--- src/rtl/fifo_uart_tx_pkg.sv ---
// Shared types and constants for the FIFO-draining UART transmitter.
package fifo_uart_tx_pkg;

  typedef enum logic [2:0] {
    IDLE   = 3'd0,
    LOAD   = 3'd1,
    START  = 3'd2,
    DATA   = 3'd3,
    PARITY = 3'd4,
    STOP   = 3'd5
  } state_t;

  localparam logic        TX_IDLE_LEVEL = 1'b1;
  localparam int unsigned DATA_BITS     = 8;

  // Baud counter width; never below 1 so the counter stays a real register.
  function automatic int unsigned baud_cnt_width(input int unsigned clks_per_bit);
    return (clks_per_bit > 2) ? $clog2(clks_per_bit) : 1;
  endfunction

endpackage

--- src/rtl/fifo_uart_baud_tick.sv ---
// Bit-period counter: flags the last cycle and the second-to-last cycle of each bit.
module fifo_uart_baud_tick
  import fifo_uart_tx_pkg::*;
#(
  parameter int unsigned CLKS_PER_BIT = 16
) (
  input  logic clk,
  input  logic clrn,
  input  logic clear,
  input  logic run,
  output logic bit_end,
  output logic bit_near
);

  localparam int unsigned W    = baud_cnt_width(CLKS_PER_BIT);
  localparam logic [W-1:0] LAST = W'(CLKS_PER_BIT - 1);
  localparam logic [W-1:0] NEAR = W'(CLKS_PER_BIT - 2);

  logic [W-1:0] cnt;

  always_ff @(posedge clk or negedge clrn) begin
    if (!clrn)           cnt <= '0;
    else if (clear)      cnt <= '0;
    else if (run)        cnt <= (cnt == LAST) ? '0 : cnt + W'(1);
  end

  assign bit_end  = run && (cnt == LAST);
  assign bit_near = run && (cnt == NEAR);

endmodule

--- src/rtl/fifo_uart_tx.sv ---
// Pops bytes from the 8-deep FIFO and serialises each as start/data/[parity]/stop.
module fifo_uart_tx
  import fifo_uart_tx_pkg::*;
#(
  parameter int unsigned CLKS_PER_BIT = 16,
  parameter bit          PARITY_EN    = 1'b0,
  parameter bit          PARITY_ODD   = 1'b0,
  parameter int unsigned STOP_BITS    = 1
) (
  input  logic       clk,
  input  logic       clrn,
  input  logic       enable,
  input  logic       fifo_ready,
  input  logic [7:0] fifo_data,
  output logic       fifo_read,
  output logic       tx,
  output logic       busy,
  output logic       frame_done
);

  localparam logic [2:0] LAST_DATA = 3'(DATA_BITS - 1);
  localparam logic [2:0] LAST_STOP = 3'(STOP_BITS - 1);

  state_t                 state;
  logic [DATA_BITS-1:0]   shift;
  logic [2:0]             bit_idx;
  logic                   parity;
  logic                   baud_clear;
  logic                   baud_run;
  logic                   bit_end;
  logic                   bit_near;

  assign baud_clear = (state == LOAD);
  assign baud_run   = (state == START) || (state == DATA) ||
                      (state == PARITY) || (state == STOP);

  fifo_uart_baud_tick #(
    .CLKS_PER_BIT(CLKS_PER_BIT)
  ) u_baud (
    .clk      (clk),
    .clrn     (clrn),
    .clear    (baud_clear),
    .run      (baud_run),
    .bit_end  (bit_end),
    .bit_near (bit_near)
  );

  // tx is registered, so each state loads the level the next state must show.
  always_ff @(posedge clk or negedge clrn) begin
    if (!clrn) begin
      state      <= IDLE;
      tx         <= TX_IDLE_LEVEL;
      fifo_read  <= 1'b0;
      busy       <= 1'b0;
      frame_done <= 1'b0;
      shift      <= '0;
      bit_idx    <= '0;
      parity     <= 1'b0;
    end else begin
      frame_done <= 1'b0;
      case (state)
        IDLE: begin
          tx <= TX_IDLE_LEVEL;
          if (enable && fifo_ready && !fifo_read) begin
            fifo_read <= 1'b1;
            busy      <= 1'b1;
            state     <= LOAD;
          end
        end
        LOAD: begin
          shift     <= fifo_data;
          fifo_read <= 1'b0;
          parity    <= 1'b0;
          bit_idx   <= '0;
          tx        <= 1'b0;
          state     <= START;
        end
        START: begin
          if (bit_end) begin
            tx    <= shift[0];
            state <= DATA;
          end
        end
        DATA: begin
          if (bit_end) begin
            parity <= parity ^ shift[0];
            shift  <= shift >> 1;
            if (bit_idx == LAST_DATA) begin
              bit_idx <= '0;
              if (PARITY_EN) begin
                tx    <= parity ^ shift[0] ^ PARITY_ODD;
                state <= PARITY;
              end else begin
                tx    <= TX_IDLE_LEVEL;
                state <= STOP;
              end
            end else begin
              bit_idx <= bit_idx + 3'd1;
              tx      <= shift[1];
            end
          end
        end
        PARITY: begin
          if (bit_end) begin
            tx    <= TX_IDLE_LEVEL;
            state <= STOP;
          end
        end
        STOP: begin
          // Raised one cycle early so the registered pulse lands on the final stop cycle.
          if (bit_near && (bit_idx == LAST_STOP)) frame_done <= 1'b1;
          if (bit_end) begin
            if (bit_idx == LAST_STOP) begin
              bit_idx <= '0;
              busy    <= 1'b0;
              state   <= IDLE;
            end else begin
              bit_idx <= bit_idx + 3'd1;
            end
          end
        end
        default: state <= IDLE;
      endcase
    end
  end

endmodule

--- config.mk ---
export PLATFORM = sky130hd
export DESIGN_NAME = fifo_uart_tx
export DESIGN_NICKNAME = d
export VERILOG_FILES = /design/src/rtl/fifo_uart_tx_pkg.sv /design/src/rtl/fifo_uart_baud_tick.sv /design/src/rtl/fifo_uart_tx.sv
export SDC_FILE = /design/constraint.sdc
export NUM_CORES = 1
export LEC_CHECK = 0
export ABC_AREA = 1
export BUFFER_PORTS_ARGS = -buffer_cell sky130_fd_sc_hd__buf_4
export CAP_MARGIN = 5
export CORE_MARGIN = 10
export CORE_UTILIZATION = 55
export DETAILED_ROUTE_END_ITERATION = 16
export GPL_TIMING_DRIVEN = 0
export HOLD_SLACK_MARGIN = 0.12
export PLACE_DENSITY = 0.76
export REMOVE_ABC_BUFFERS = 1
export SETUP_SLACK_MARGIN = 0.2
export SYNTH_ARGS = -nofsm -noshare
export SYNTH_HDL_FRONTEND = slang
export SYNTH_SLANG_ARGS = --single-unit
--- constraint.sdc ---
create_clock -name clk -period 3.8 [get_ports clk]
set_input_delay 0.76 -clock clk [delete_from_list [all_inputs] [get_ports clk]]
set_output_delay 0.76 -clock clk [all_outputs]
set_load 0.1 [all_outputs]
# Yosys cells after proc, flatten, opt, wreduce, memory -nomap -nowiden
# Index checks and enable logic that the tools add are counted.
dict set report word_totals {
  input_bits 12
  reg_bits 22
  elab_cells 78
  output_inout_bits 4
}
dict set report op_classes {
  add_sub_neg 2
  muxes 30
  reduce_logical 23
  eq_ne 15
}
# operator n
set ops {}
lappend ops {{two-way mux 3 bit} 11}
lappend ops {{case mux 3 bit (6 select lines)} 1}
lappend ops {{case mux 8 bit (2 select lines)} 1}
lappend ops {{two-way mux 4 bit} 3}
lappend ops {{inequality test 2 bit, second input constant} 5}
lappend ops {{== test 3 bit, second input constant} 3}
lappend ops {{two-way mux 1 bit} 9}
lappend ops {{case mux 3 bit (3 select lines)} 1}
lappend ops {{== test 4 bit, second input constant} 2}
lappend ops {{two-way mux 8 bit} 1}
lappend ops {{AND reduction 4 bit} 2}
lappend ops {{nonzero test 2 bit} 4}
lappend ops {{AND reduction 7 bit} 1}
lappend ops {{== test 3 x 2 -> 1 bit, second input constant} 2}
lappend ops {{logical NOT 3 bit} 2}
lappend ops {{logical AND 1 bit} 5}
lappend ops {{case mux 1 bit (5 select lines)} 1}
lappend ops {{nonzero test 5 bit} 1}
lappend ops {{adder 4 x 1 -> 4 bit, second input constant} 1}
lappend ops {{inequality test 2 x 1 -> 1 bit, second input constant} 2}
lappend ops {{case mux 1 bit (2 select lines)} 2}
lappend ops {{AND reduction 2 bit} 2}
lappend ops {{adder 3 x 1 -> 3 bit, second input constant} 1}
lappend ops {{== test 3 x 1 -> 1 bit, second input constant} 1}
lappend ops {{4 further kinds} 6}

# Longest topological paths before layout
dict set report logic_depth {
  ltp_word 8
  depth_mapped 9
  ltp_nobuf 9
}

# By module
# Synthesis repeated with hierarchy kept, for this count alone.
dict set report unflattened {
  cells_unflattened 165
  area_unflattened_um2 1258.7
}
# mod area_per_inst_um2 seq_area_each_um2 n_inst cells_each
set by_module_without_submodules {}
lappend by_module_without_submodules {fifo_uart_tx 1012.2 451.7 1 134}
lappend by_module_without_submodules {fifo_uart_baud_tick 246.5 100.1 1 31}

# Worst setup path before layout
# Ideal clock, no wire load.
dict set report synth_timing {
  kind {reg2out}
  start {register fifo_read}
  end {output port fifo_read}
  path_buffers 0
  t_required_ns 3.040
  t_arrival_ns 0.912
  setup_slack_ns 2.128
  stages_incl_launch_ff 1
  path_cell_list {dfrtp_1}
}
# element line_no
set synth_lines {}
lappend synth_lines {{start: declaration} fifo_uart_tx.sv:15} ;# output logic fifo_read,
lappend synth_lines {{start signal: assignment} fifo_uart_tx.sv:53} ;# fifo_read <= 1'b0;
lappend synth_lines {{start signal: assignment} fifo_uart_tx.sv:65} ;# fifo_read <= 1'b1;
lappend synth_lines {{start signal: assignment} fifo_uart_tx.sv:72} ;# fifo_read <= 1'b0;
# No word-level cell between the ends.

# Worst setup path in the final report
dict set report layout_timing {
  start {register tx}
  end {output port tx}
}
# element line_no
set layout_lines {}
lappend layout_lines {{start: declaration} fifo_uart_tx.sv:16} ;# output logic tx,
lappend layout_lines {{start signal: assignment} fifo_uart_tx.sv:80} ;# tx <= shift[0];
lappend layout_lines {{start signal: assignment} fifo_uart_tx.sv:91} ;# tx <= parity ^ shift[0] ^ PARITY_ODD;
lappend layout_lines {{start signal: assignment} fifo_uart_tx.sv:99} ;# tx <= shift[1];
# No word-level cell between the ends.

==> flow_summary.json <==
{
  "synth.distinct_cells": 23,
  "viasPerCell": 5.14,
  "critPathKind": "flop to output pin",
  "crit_fanout": 2,
  "crit_family": "flip-flops",
  "overflow": 0,
  "worst_pin_slew_ns": 0.427,
  "antenna_found_initial": 0,
  "hold_class": "primary input to asynchronous set/reset pin",
  "cts-root-buf": "clkbuf_4",
  "report.final.setup_viol": 0,
  "drc": 0,
  "netlist_top_cells_count": "nand2_1 (44), inv_1 (23), dfrtp_1 (21)",
  "synth_area_mm2": 0.00133,
  "synth-seq-cells": 22,
  "grt_max_degree": 23,
  "cts_resized": 0,
  "place.gp.congestion": 0.864,
  "synth_ff_type": "dfrtp_1",
  "drive_above_1_share_pct": 16.8,
  "p_clk_share_pct": 33.9,
  "ys_top_cells_by_area": "dfrtp_1 (40%), nand2_1 (12%), inv_1 (6.5%), o21ai_0 (5.3%), o21ai_1 (5.3%)",
  "synth_cells": 172,
  "cts_tree": "yes",
  "yosysMostFrequentCell": "nand2_1",
  "first_iter_violations": 78,
  "slew_viol_final": 0,
  "status": "finished, final reports clean",
  "dp_hpwl_um": 1950,
  "diodes": 0,
  "fmax_ghz": 0.526,
  "area_delta_synth_final_pct": 9.60,
  "critPathBufInv": 1,
  "ys_warn_count": 0,
  "leakage_nw": 0.770,
  "clk_latency_ns": 0.31,
  "rsz0062_at_grt": "false",
  "finalSetupTns_ns": 0,
  "numCtsBuffers": 3,
  "p_switching_w": 0.0000777,
  "cts_max_level": 1,
  "die_x_um": 69.2,
  "synth_edf_count": 0,
  "routedWlPerCell_um": 12.0,
  "hold_viol": 0,
  "grt_pass1_wl_um": 4490,
  "pwr-share-comb_pct": 4.4,
  "nNetsFinal": 203,
  "end_kind": "output pin",
  "fp.coreArea_mm2": 0.00225,
  "grt_pass1_vias": 1044,
  "synthArstFlopShare_pct": 100,
  "worstPathCellList": "buf_4",
  "clkTransAtPathRegs_ns": 0.13,
  "ir_drop_mv": 0.218,
  "cts_sinks": 22,
  "layout_min_cycle_time_ns": 1.90,
  "num_io_pins": 16,
  "die_y_um": 69.2,
  "post-route-util_pct": 64.7,
  "switching_share_pct": 20.5,
  "crit_required_ns": 3.04,
  "cpPeakStageDelay_ns": 0.55,
  "clock_path_buffers": 2,
  "post-cts-setup-buffer-count": 0,
  "finClkSkew_ns": 0.0127,
  "hold_buffers": 0,
  "start_util_pct": 59.0,
  "synth_area_per_cell_um2": 7.73,
  "track_usage_pct": 10.8,
  "vias": 1094,
  "slowest_stage": "dfstp_2",
  "p_seq_share_pct": 61.7,
  "internal_power_w": 0.000302,
  "seq_area_frac_synth_pct": 41.5,
  "yosysTopAreaCellShare_pct": 39.5,
  "maxCapViolations": 0,
  "cp-start-kind": "flop",
  "dieArea_mm2": 0.00479,
  "powerDensity_mw_per_mm2": 260,
  "firstDrtPassIters": 4,
  "slew_headroom_pct": 71.5,
  "min_period_over_period_pct": 50.1,
  "port_buffers": 15,
  "ant_nets": 0,
  "placementRows": 17,
  "yosys.area.top_type": "dfrtp_1",
  "worstPathArrival_ns": 1.14,
  "finalWirelength_um": 2550
}
state kept, by name (all words and copies together) (netlist names):
register    cells
frame_done      1
fifo_read       1
tx              1
bit_idx         3
busy            1
shift           8
u_baud.cnt      4
state           3
per-layer routing:
layer,GRT usage [%],share of wire [%],vias to the layer above
met1,14.0,47,492
met5,0,0,-
li1,-,-,576
met4,5.76,1.2,0
met3,2.71,4.8,4
met2,15.9,47,22
through the flow:
| stage | std cells | hold WS [ns] | instance area (µm²) | power (W) | worst slack (ns) |
|---|---|---|---|---|---|
| 6_report | 213 | 0.305 | 1460 | 0.000379 | 1.90 |
| 5_1_grt | 213 | 0.309 | 1460 | 0.000396 | 1.88 |
| 4_1_cts | 213 | 0.306 | 1460 | 0.000385 | 1.89 |
| 3_5_place_dp | 209 | 0.484 | 1420 | 0.000256 | 2.24 |
| 3_3_place_gp | 209 | 0.459 | 1420 | 0.000255 | 2.24 |
| 2_1_floorplan | 166 | 0.464 | 1270 | 0.000242 | 2.13 |
cell type report:
cell class | count | area [µm²]
fill | 199 | 797
timing repair buffer | 15 | 113
sequential | 22 | 552
inverter | 24 | 92.6
clock buffer | 4 | 36.3
multi-input combinational | 120 | 629
tap | 28 | 35.0
final timing paths:
check                          from            end  slack [ns]  cells past startpoint
max reg2reg                state[1]       shift[0]        2.25                      3
max                              tx             tx        1.90                      1
min                            clrn  u_baud.cnt[2]        0.31                      1
max in group asynchronous      clrn             tx        3.20                      1
min in group clk               busy           busy        0.51                      2
min reg2reg                    busy           busy        0.51                      2
cells by family after synthesis:
kind of cell	count (synthesis)	synth area share, %
simple gates	81	28.7
flops	22	41.5
buf+inv	30	11.2
fa+ha+maj	5	4.70
compound gates	34	13.9
power groups by stage:
stage	sequential, W	combinational (W)	clock (W)
after global placement	0.000239	0.0000167	0
after CTS	0.000234	0.0000172	0.000134
after floorplan	0.000239	0.00000349	0
after detailed placement	0.000239	0.0000171	0
final	0.000234	0.0000167	0.000129
after global routing	0.000234	0.0000192	0.000142
placed cells by master, fill, tap and decap left out, types with 2 or more instances in the layout:
cell type   n
nand3_2     3
inv_1      23
clkbuf_4    3
dfrtp_1    21
ha_1        5
nor3_1      2
buf_4      15
nor2_4      2
a21oi_1     3
o21ai_1    14
nand2_1    44
nor2_2      2
o21ai_0    14
nor2_1     13
nand3_1    12
No activity file was read; power rests on OpenSTA's default activity.
